[config.mk]
export PLATFORM = sky130hd
export DESIGN_NAME = if_fetch_stage_flat
export DESIGN_NICKNAME = d
export VERILOG_FILES = /design/src/rtl/if_fetch_if.sv /design/src/rtl/if_fetch_stage.sv /design/src/flat_wrapper.sv
export SDC_FILE = /design/constraint.sdc
export NUM_CORES = 1
export LEC_CHECK = 0
export ABC_AREA = 0
export CAP_MARGIN = 20
export CORE_MARGIN = 2
export CORE_UTILIZATION = 45
export CTS_BUF_LIST = sky130_fd_sc_hd__clkbuf_8
export CTS_CLUSTER_DIAMETER = 200
export DETAILED_ROUTE_END_ITERATION = 16
export PLACE_DENSITY = 0.73
export SETUP_SLACK_MARGIN = 0.2
export SLEW_MARGIN = 5
export SYNTH_ARGS = -nofsm -noshare
export SYNTH_HDL_FRONTEND = slang
export SYNTH_SLANG_ARGS = --single-unit
[constraint.sdc]
create_clock -name clk -period 4.3 [get_ports clk]
set_clock_uncertainty 0.2 [all_clocks]
set_input_delay 0.86 -clock clk [delete_from_list [all_inputs] [get_ports clk]]
set_output_delay 0.86 -clock clk [all_outputs]
set_load 0.03 [all_outputs]
[src/rtl/if_fetch_if.sv]
// if_fetch_if: fetch-stage control, redirect, instruction-memory and IF/ID signal bundle
interface if_fetch_if;
  logic        PC_Stall;
  logic        IF_ID_Stall;
  logic        IF_ID_Flush;
  logic [1:0]  PCSrc;
  logic [31:0] Branch_Target;
  logic [25:0] Jump_Index;
  logic [31:0] JR_Target;
  logic        IMem_Req;
  logic [31:0] IMem_Addr;
  logic        IMem_Ready;
  logic [31:0] IMem_Data;
  logic [31:0] IF_ID_Instr;
  logic [31:0] IF_ID_PC4;
  logic        IF_ID_Valid;
  logic        Fetch_Busy;
  modport master (
    input  PC_Stall, IF_ID_Stall, IF_ID_Flush, PCSrc, Branch_Target, Jump_Index, JR_Target,
    input  IMem_Ready, IMem_Data,
    output IMem_Req, IMem_Addr, IF_ID_Instr, IF_ID_PC4, IF_ID_Valid, Fetch_Busy
  );
  modport slave (
    output PC_Stall, IF_ID_Stall, IF_ID_Flush, PCSrc, Branch_Target, Jump_Index, JR_Target,
    output IMem_Ready, IMem_Data,
    input  IMem_Req, IMem_Addr, IF_ID_Instr, IF_ID_PC4, IF_ID_Valid, Fetch_Busy
  );
endinterface

[src/rtl/if_fetch_stage.sv]
// if_fetch_stage: PC/fetch FSM feeding the IF/ID register with redirect and response buffering
// IF_FETCH_PERF_EN adds Stall_Cycles/Flush_Count counter outputs.
module if_fetch_stage #(
  parameter logic [31:0] RESET_PC = 32'h0000_0000
) (
  input  logic        clk,
  input  logic        rst_n,
`ifdef IF_FETCH_PERF_EN
  output logic [31:0] Stall_Cycles,
  output logic [31:0] Flush_Count,
`endif
  if_fetch_if.master  f
);
  typedef enum logic [1:0] {RST, FETCH, HOLD} state_t;
  state_t state, state_nx;
  logic [31:0] pc, pc_nx, instr, instr_nx, pc4, pc4_nx;
  logic [31:0] buf_instr, buf_instr_nx, buf_pc4, buf_pc4_nx, pend_pc, pend_pc_nx;
  logic        valid, valid_nx, pend, pend_nx;
  logic [31:0] seq_pc, target;
  logic        go, redir;
  assign seq_pc = pc + 32'd4;
  assign go     = f.IF_ID_Flush & ~f.IF_ID_Stall;
  assign redir  = go & (f.PCSrc != 2'b00);
  assign target = f.PCSrc == 2'b01 ? f.Branch_Target :
                  f.PCSrc == 2'b10 ? {pc4[31:28], f.Jump_Index, 2'b00} : f.JR_Target;
  assign f.IMem_Req    = state == FETCH;
  assign f.IMem_Addr   = pc;
  assign f.Fetch_Busy  = f.IMem_Req & ~f.IMem_Ready;
  assign f.IF_ID_Instr = instr;
  assign f.IF_ID_PC4   = pc4;
  assign f.IF_ID_Valid = valid;
  always_comb begin
    state_nx     = state;
    pc_nx        = pc;
    instr_nx     = instr;
    pc4_nx       = pc4;
    valid_nx     = valid;
    buf_instr_nx = buf_instr;
    buf_pc4_nx   = buf_pc4;
    pend_nx      = pend;
    pend_pc_nx   = pend_pc;
    // an unstalled IF/ID takes a bubble unless a valid instruction is loaded below
    if (!f.IF_ID_Stall) begin
      instr_nx = '0;
      valid_nx = 1'b0;
    end
    case (state)
      RST: state_nx = FETCH;
      FETCH:
        if (f.IMem_Ready) begin
          if (pend) begin
            pend_nx = 1'b0;
            pc_nx   = redir ? target : pend_pc;
          end else if (redir) pc_nx = target;
          else if (go) pc_nx = f.PC_Stall ? pc : seq_pc;
          else if (f.IF_ID_Stall) begin
            buf_instr_nx = f.IMem_Data;
            buf_pc4_nx   = seq_pc;
            state_nx     = HOLD;
          end else begin
            instr_nx = f.IMem_Data;
            pc4_nx   = seq_pc;
            valid_nx = 1'b1;
            pc_nx    = f.PC_Stall ? pc : seq_pc;
          end
        end else if (redir) begin
          pend_nx    = 1'b1;
          pend_pc_nx = target;
        end
      HOLD:
        if (!f.IF_ID_Stall) begin
          state_nx = FETCH;
          pc_nx    = redir ? target : seq_pc;
          if (go) begin
            buf_instr_nx = '0;
            buf_pc4_nx   = '0;
          end else begin
            instr_nx = buf_instr;
            pc4_nx   = buf_pc4;
            valid_nx = 1'b1;
          end
        end
      default: state_nx = RST;
    endcase
  end
  always_ff @(posedge clk or negedge rst_n)
    if (!rst_n) begin
      state     <= RST;
      pc        <= RESET_PC;
      instr     <= '0;
      pc4       <= '0;
      valid     <= 1'b0;
      buf_instr <= '0;
      buf_pc4   <= '0;
      pend      <= 1'b0;
      pend_pc   <= '0;
    end else begin
      state     <= state_nx;
      pc        <= pc_nx;
      instr     <= instr_nx;
      pc4       <= pc4_nx;
      valid     <= valid_nx;
      buf_instr <= buf_instr_nx;
      buf_pc4   <= buf_pc4_nx;
      pend      <= pend_nx;
      pend_pc   <= pend_pc_nx;
    end
`ifdef IF_FETCH_PERF_EN
  always_ff @(posedge clk or negedge rst_n)
    if (!rst_n) begin
      Stall_Cycles <= '0;
      Flush_Count  <= '0;
    end else begin
      Stall_Cycles <= Stall_Cycles + {31'd0, f.IF_ID_Stall};
      Flush_Count  <= Flush_Count + {31'd0, go};
    end
`else
`endif
endmodule
[src/flat_wrapper.sv]
// flat-port wrapper written by rule: the top's interface ports become plain ports
module if_fetch_stage_flat 
#(
  parameter logic [31:0] RESET_PC = 32'h0000_0000
)
  (clk, rst_n, f_PC_Stall, f_IF_ID_Stall, f_IF_ID_Flush, f_PCSrc, f_Branch_Target, f_Jump_Index, f_JR_Target, f_IMem_Ready, f_IMem_Data, f_IMem_Req, f_IMem_Addr, f_IF_ID_Instr, f_IF_ID_PC4, f_IF_ID_Valid, f_Fetch_Busy);
  if_fetch_if f_i ();
  input  logic clk;
  input  logic rst_n;
  input wire logic [$bits(f_i.PC_Stall)-1:0] f_PC_Stall;
  input wire logic [$bits(f_i.IF_ID_Stall)-1:0] f_IF_ID_Stall;
  input wire logic [$bits(f_i.IF_ID_Flush)-1:0] f_IF_ID_Flush;
  input wire logic [$bits(f_i.PCSrc)-1:0] f_PCSrc;
  input wire logic [$bits(f_i.Branch_Target)-1:0] f_Branch_Target;
  input wire logic [$bits(f_i.Jump_Index)-1:0] f_Jump_Index;
  input wire logic [$bits(f_i.JR_Target)-1:0] f_JR_Target;
  input wire logic [$bits(f_i.IMem_Ready)-1:0] f_IMem_Ready;
  input wire logic [$bits(f_i.IMem_Data)-1:0] f_IMem_Data;
  output wire logic [$bits(f_i.IMem_Req)-1:0] f_IMem_Req;
  output wire logic [$bits(f_i.IMem_Addr)-1:0] f_IMem_Addr;
  output wire logic [$bits(f_i.IF_ID_Instr)-1:0] f_IF_ID_Instr;
  output wire logic [$bits(f_i.IF_ID_PC4)-1:0] f_IF_ID_PC4;
  output wire logic [$bits(f_i.IF_ID_Valid)-1:0] f_IF_ID_Valid;
  output wire logic [$bits(f_i.Fetch_Busy)-1:0] f_Fetch_Busy;
  assign f_i.PC_Stall = f_PC_Stall;
  assign f_i.IF_ID_Stall = f_IF_ID_Stall;
  assign f_i.IF_ID_Flush = f_IF_ID_Flush;
  assign f_i.PCSrc = f_PCSrc;
  assign f_i.Branch_Target = f_Branch_Target;
  assign f_i.Jump_Index = f_Jump_Index;
  assign f_i.JR_Target = f_JR_Target;
  assign f_i.IMem_Ready = f_IMem_Ready;
  assign f_i.IMem_Data = f_IMem_Data;
  assign f_IMem_Req = f_i.IMem_Req;
  assign f_IMem_Addr = f_i.IMem_Addr;
  assign f_IF_ID_Instr = f_i.IF_ID_Instr;
  assign f_IF_ID_PC4 = f_i.IF_ID_PC4;
  assign f_IF_ID_Valid = f_i.IF_ID_Valid;
  assign f_Fetch_Busy = f_i.Fetch_Busy;
  if_fetch_stage #(.RESET_PC(RESET_PC)) u_core (.clk(clk), .rst_n(rst_n), .f(f_i));
endmodule
**After elaboration in Yosys (flattened, before gate mapping)**

Cells that the tools add are included.

- Bitwise gates (word level): 5
- Equal/unequal tests: 14
- Muxes and demuxes: 61
- Reduce and logical (&&, ||, !) cells: 10
- $add $sub $neg: 1

Operators with widths:

| kind | count |
|---|---|
| two-way mux 32 bit | 38 |
| one-hot mux 32 bit (2 select lines) | 5 |
| adder 32 x 3 -> 32 bit (second input constant) | 1 |
| inequality test 2 bit (second input constant) | 8 |
| AND reduction 8 bit | 2 |
| two-way mux 2 bit | 6 |
| two-way mux 1 bit | 10 |
| one-hot mux 2 bit (3 select lines) | 1 |
| AND reduction 6 bit | 1 |
| nonzero test 2 bit | 3 |
| inequality test 5 bit (second input constant) | 1 |
| == test 2 x 1 -> 1 bit (second input constant) | 2 |
| == test 2 bit (second input constant) | 2 |
| AND reduction 2 bit | 2 |
| AND reduction 4 bit | 1 |
| bitwise AND 1 bit | 3 |
| logical NOT 2 bit | 1 |
| inequality test 2 x 1 -> 1 bit (second input constant) | 1 |
| NOT 1 bit | 2 |
| one-hot mux 1 bit (2 select lines) | 1 |

- Flip-flop bits (word level): 196
- Input bits: 130
- Logic and storage cells: 100

**Longest topological paths before layout**

Gate-level depths: netlist of the first run.

- Depth in word-level cells: 8
- Depth in mapped cells: 10
- Depth with buffers taken out: 7

**Worst setup path before layout of the first run**

No wires, ideal clock.

- Path kind: flip-flop to output port
- From: reg u_core.state[1]
- To: out f_Fetch_Busy
- Buffers on the path: 3
- Data arrival time: 1.956 ns
- Setup slack: 1.284 ns
- Stages on the path, launching flop included: 8
- Cell sequence: dfrtp_1 -> inv_1 -> ha_1 -> clkbuf_1 -> nand2b_1 -> buf_2 -> inv_1 -> buf_1

- Cells in the longest elaborated chain, start to end: 2

RTL lines:

| item | RTL line | RTL |
|---|---|---|
| start: declaration | if_fetch_stage.sv:15 | `state_t state, state_nx;` |
| start signal: assignment | if_fetch_stage.sv:98 | `state <= state_nx;` |
| == test 2 x 1 -> 1 bit | if_fetch_stage.sv:26 | `assign f.IMem_Req = state == FETCH;` |
| named net f_IMem_Req | flat_wrapper.sv:19 | `output wire logic [$bits(f_i.IMem_Req)-1:0] f_IMem_Req;` |
| bitwise AND 1 bit | if_fetch_stage.sv:28 | `assign f.Fetch_Busy = f.IMem_Req & ~f.IMem_Ready;` |
| end: declaration | flat_wrapper.sv:24 | `output wire logic [$bits(f_i.Fetch_Busy)-1:0] f_Fetch_Busy;` |

The timed path passes the listed nets, and every way through them passes these cells.

**Worst setup path in the final report of the first run**

- From: reg u_core.state[1]
- To: out f_Fetch_Busy

- Cells in the longest elaborated chain, start to end: 2

RTL lines:

| item | RTL line |
|---|---|
| == test 2 x 1 -> 1 bit | if_fetch_stage.sv:26 |
| bitwise AND 1 bit | if_fetch_stage.sv:28 |

No other way between the ends.

==> impl_metrics.json, run 1 <==
{
  "row_count": 54,
  "cts-resized-gates": 0,
  "synth_area_leader_cell": "dfrtp_1",
  "portBuffers": 228,
  "tightest_slew_ps": 948,
  "rr_worst_depth": 7,
  "power_leakage_nw": 5.68,
  "chipHeight_um": 154,
  "cts_tree": "built",
  "vias": 9104,
  "diodes": 0,
  "crit-reg2reg-launch": "u_core.state[1]",
  "crit_top_cell": "inv_1",
  "synth_area_per_cell_sq_um": 9.33,
  "whs_ps": 244,
  "path_max_fanout": 11,
  "die_area_sq_mm": 0.0236,
  "grt_max_degree": 87,
  "ys_ff_latch": 196,
  "fin_crit_sh_pct": 82.1,
  "dr.first_iter.drc_count": 891,
  "ant_nets": 0,
  "syn_area_sq_mm": 0.0101,
  "grt_remaining_overflow": 0,
  "finalWirelength_um": 29600,
  "syn_inst": 1079,
  "place_congestion": 0.905,
  "insertion_delay_ps": 470,
  "cp.arrival_ps": 2470,
  "slew_headroom_pct": 36.8,
  "synth-edff-count": 0,
  "path_clk_slew_ps": 100,
  "rsz0062_at_grt": "no",
  "cp_cell_sequence": "inv_1, ha_1, nand2b_1, inv_1, clkdlybuf4s50_1",
  "drive_above_1_share_pct": 9.35,
  "synth_area_leaders": "dfrtp_1, nand2_1, o21ai_0",
  "worstPathRequired_ps": 3240,
  "critical_path_class": "reg -> out",
  "routedWlPerCell_um": 18.9,
  "synth_ff_type": "dfrtp_1",
  "firstDrtPassIters": 6,
  "antenna_found_initial": 0,
  "maxCapViolations": 0,
  "clockRootBuffer": "clkbuf_8",
  "worstSetupStartpointType": "register",
  "final_cell_mix": "clkdlybuf4s50_1, nand2_1, dfrtp_1",
  "slew_violations": 0,
  "fmax_ghz": 0.283,
  "floorplan.initialDensity_pct": 46.0,
  "cpMaxStageDelayCell": "clkdlybuf4s50_1",
  "numCtsBuffers": 17,
  "grt_pass1_wl_um": 48100,
  "nets": 1405,
  "ys_seq_area_share_pct": 48.7,
  "slowest_delay_ps": 700,
  "post-route-min-period_ps": 3530,
  "end_kind": "output pin",
  "synth_cell_types": 67,
  "final_hold_viol_count": 0,
  "r2r-end": "u_core.f.IMem_Addr[18]",
  "setup_ws_ps": 771,
  "htree_levels": 4,
  "ys.warnings.count": 0,
  "cts_hold_buf": 0,
  "dp_slack_ps": 742,
  "syn-num-nets": 1214,
  "cpLargestDelayFamily": "buffers and inverters",
  "area_growth_pct": 29.3,
  "vias_per_cell": 5.82,
  "cp.buffers_inverters": 3,
  "pin_count": 229,
  "setup_viol": 0,
  "core-area_sq_mm": 0.0219,
  "r2r_slack_ps": 1250,
  "cts_setup_buffers": 0,
  "pwr_density_cell_mw_per_mm2": 666,
  "final_common_cell": "clkdlybuf4s50_1",
  "hold_path.class": "in -> async",
  "finalSetupTns_ps": 0,
  "dp_hpwl_um": 21200,
  "die_x_um": 154,
  "outcome": "finished, final reports clean",
  "clockBufferDepth": 2,
  "grt_util_all_layers_pct": 25.3,
  "cts_sinks": 196,
  "async_reset_ff_share_pct": 100,
  "first_global_vias": 8873,
  "route.detailed.drc": 0,
  "max-vdd-ir-drop_mv": 0.256,
  "yosysTopAreaCellShare_pct": 48.7
}
## layout make-up
type / count / area [sq um]
clock inverters: 15 / 151
multi-input cells: 760 / 4700
inverters: 36 / 135
fillers: 1922 / 8870
flip-flops and latches: 196 / 4900
well taps: 280 / 350
clock buffers: 17 / 234
repair buffers: 259 / 2540
## report_power, final
part / internal, mW / total [mW] / switching [mW]
sequential: 2.58 / 3.24 / 0.658
combinational: 1.68 / 4.25 / 2.57
clock: 0.476 / 1.18 / 0.704
## cells by family after synthesis
| logic type | count (synthesis) | synth area share, % |
|---|---|---|
| buf+inv | 123 | 4.75 |
| xor+xnor | 27 | 2.35 |
| flops | 196 | 48.7 |
| compound gates | 321 | 21.5 |
| simple gates | 348 | 15.8 |
| mux | 59 | 6.33 |
| fa+ha+maj | 5 | 0.621 |
## routing by layer
metal / share of wire, % / global-route usage, % / up-vias
li1: - / - / 4241
met1: 44 / 35.9 / 4350
met2: 45 / 39.1 / 470
met3: 8.4 / 5.69 / 43
met4: 2.0 / 7.56 / 0
met5: 0 / 0 / -
## registers in the layout, summed over array words and instances (netlist names)
register / count
u_core.buf_pc4: 32
u_core.state: 2
u_core.buf_instr: 32
u_core.f.IMem_Addr: 32
u_core.f.IF_ID_PC4: 32
u_core.pend: 1
u_core.pend_pc: 32
u_core.f.IF_ID_Valid: 1
u_core.f.IF_ID_Instr: 32
## stage by stage
step | power, mW | utilization (%) | cell area (sq um) | std cells
floorplan | 5.86 | - | 10100 | 1079
global placement | 7.39 | 57.7 | 12600 | 1531
detailed placement | 7.52 | 57.7 | 12600 | 1531
CTS | 8.69 | 59.5 | 13000 | 1563
global route | 9.28 | 59.5 | 13000 | 1563
finish | 8.67 | 59.5 | 13000 | 1563
## worst max path at each step
stage / startpoint / to / slack, ps / depth (start not counted)
CTS: u_core.state[1] / f_Fetch_Busy / 750 / 5
floorplan: u_core.state[1] / f_Fetch_Busy / 1280 / 7
finish: u_core.state[1] / f_Fetch_Busy / 770 / 5
global placement: f_IF_ID_Stall / u_core.f.IMem_Addr[28] / 820 / 8
global route: u_core.state[1] / f_Fetch_Busy / 600 / 5
detailed placement: f_IF_ID_Stall / u_core.f.IMem_Addr[18] / 740 / 8
## cell usage after synthesis (all sizes together) (2+ instances only)
| master | count |
|---|---|
| nand2 | 210 |
| dfrtp | 196 |
| o21ai | 119 |
| clkbuf | 64 |
| nor2 | 52 |
| a21oi | 38 |
| mux2 | 37 |
| inv | 36 |
| a22o | 34 |
| a22oi | 25 |
| buf | 23 |
| mux2i | 22 |
| a222oi | 21 |
| nand4 | 17 |
| nand3 | 16 |
| xnor2 | 14 |
| xor2 | 13 |
| nor2b | 12 |
| nor3 | 12 |
| o221ai | 12 |
| o22ai | 12 |
| a211oi | 8 |
| o211ai | 6 |
| o31a | 6 |
| o31ai | 6 |
| and3 | 5 |
| ha | 5 |
| nor4 | 5 |
| a21boi | 4 |
| a31oi | 4 |
| and4 | 4 |
| nand2b | 4 |
| o22a | 4 |
| a2bb2oi | 3 |
| a32o | 3 |
| o2111ai | 3 |
| or3 | 3 |
| or4 | 3 |
| o311a | 2 |
Power figures use the tool's default switching activity.
==> inputs of run 2 (changes only) <==
- clock period: 4.3 -> 3.4 ns (I/O delays scaled with it)
==> impl_metrics.json, run 2 (synthesis results as in run 1) <==
{
  "diodes": 0,
  "route.detailed.drc": 0,
  "critical_path_class": "reg -> out",
  "nets": 1415,
  "final.fill_count": 1930,
  "max-vdd-ir-drop_mv": 0.421,
  "cts_sinks": 196,
  "portBuffers": 228,
  "place_congestion": 0.909,
  "finalSetupTns_ps": 0,
  "vias": 9143,
  "dr.first_iter.drc_count": 807,
  "htree_levels": 4,
  "met1_length_um": 13300,
  "final_design_area_no_fill_sq_mm": 0.0131,
  "top_layer_used": "met4",
  "final_cell_mix": "clkdlybuf4s50_1, nand2_1, dfrtp_1",
  "path_max_fanout": 11,
  "core-area_sq_mm": 0.0219,
  "finalWirelength_um": 29700,
  "rsz0062_at_grt": "no",
  "floorplan.initialDensity_pct": 46.0,
  "cts_hold_buf": 0,
  "place_area_sq_mm": 0.0127,
  "drive_above_1_share_pct": 10.2,
  "outcome": "finished, final reports clean",
  "antenna_found_initial": 0,
  "insertion_delay_ps": 480,
  "fin_crit_sh_pct": 90.2,
  "end_kind": "output pin",
  "die_area_sq_mm": 0.0236,
  "first_global_vias": 8702,
  "clockBufferDepth": 2,
  "area_growth_pct": 30.3,
  "slew_violations": 0,
  "dp_hpwl_um": 21400,
  "pwr_density_cell_mw_per_mm2": 845,
  "routedWlPerCell_um": 18.9,
  "worstPathRequired_ps": 2520,
  "cp.arrival_ps": 2190,
  "dr_wl_met2_um": 13400,
  "fmax_ghz": 0.326,
  "die_x_um": 154,
  "final_common_cell": "clkdlybuf4s50_1",
  "firstDrtPassIters": 6,
  "setup_viol": 0,
  "grt_pass1_wl_um": 47700,
  "ant_nets": 0,
  "clockRootBuffer": "clkbuf_8",
  "numCtsBuffers": 17,
  "final_hold_viol_count": 0,
  "grt_util_all_layers_pct": 25.2,
  "cts_tree": "built",
  "hold_path.class": "in -> async",
  "finalPower_mw": 11.1,
  "path_clk_slew_ps": 100,
  "post-route-min-period_ps": 3070,
  "vias_per_cell": 5.81,
  "whs_ps": 4.13,
  "rr_worst_depth": 6,
  "worstSetupStartpointType": "register",
  "pin_count": 229,
  "chipHeight_um": 154,
  "power_leakage_nw": 5.73,
  "tightest_slew_ps": 892,
  "row_count": 54,
  "grt_remaining_overflow": 0,
  "maxCapViolations": 0,
  "slew_headroom_pct": 40.5,
  "route.met3.wl_um": 2480,
  "grt_max_degree": 75
}
run 2: per-stage QoR:
step | std cells | util [%] | setup slack, ps
after floorplan | 1079 | - | 564
after global placement | 1541 | 58.0 | 291
after detailed placement | 1541 | 58.0 | 242
after CTS | 1573 | 59.9 | 296
after global routing | 1573 | 59.9 | 228
final | 1573 | 59.9 | 335
run 2: metal layers:
| metal | up-vias | GRT usage [%] |
|---|---|---|
| li1 | 4278 | - |
| met1 | 4378 | 36.6 |
| met2 | 454 | 38.6 |
| met3 | 33 | 5.47 |
| met4 | 0 | 6.68 |
| met5 | - | 0 |
run 2: worst max-delay path, stage by stage (launching register included):
cell	delay [ps]
dfrtp_1	440
inv_1	120
ha_1	360
clkdlybuf4s50_1	780
run 2: final cells by class:
cell class | instances | area (sq um) | share of cell area, %
Sequential cell | 196 | 4900 | 37.4
Multi-Input combinational cell | 760 | 4700 | 35.9
Timing Repair Buffer | 269 | 2600 | 19.8
Tap cell | 280 | 350 | 2.67
Clock buffer | 18 | 248 | 1.89
Clock inverter | 14 | 175 | 1.34
Inverter | 36 | 135 | 1.03
run 2: timing repair:
| action | 4_1_cts | 5_1_grt |
|---|---|---|
| gates resized for setup | 0 | 1 |
| buffers inserted | 0 | 0 |
| setup endpoints to repair | 0 | 1 |
run 2: path summary, 6_finish.rpt:
kind	from	to	slack, ps
worst max register to register	u_core.state[1]	u_core.buf_instr[2]	630
worst max-delay path	u_core.state[1]	f_IMem_Req	330
min in group clk	u_core.buf_pc4[4]	u_core.buf_pc4[4]	290
worst min-delay path	rst_n	u_core.f.IF_ID_Instr[24]	4
worst min register to register	u_core.buf_pc4[4]	u_core.buf_pc4[4]	290
max in group asynchronous	rst_n	u_core.buf_instr[15]	2000
run 2: power breakdown:
| group | switching (mW) | leakage [nW] | total, mW | internal [mW] |
|---|---|---|---|---|
| registers | 0.822 | 2.50 | 4.09 | 3.27 |
| clock network | 0.870 | 0.205 | 1.63 | 0.756 |
| logic | 3.25 | 3.03 | 5.37 | 2.12 |
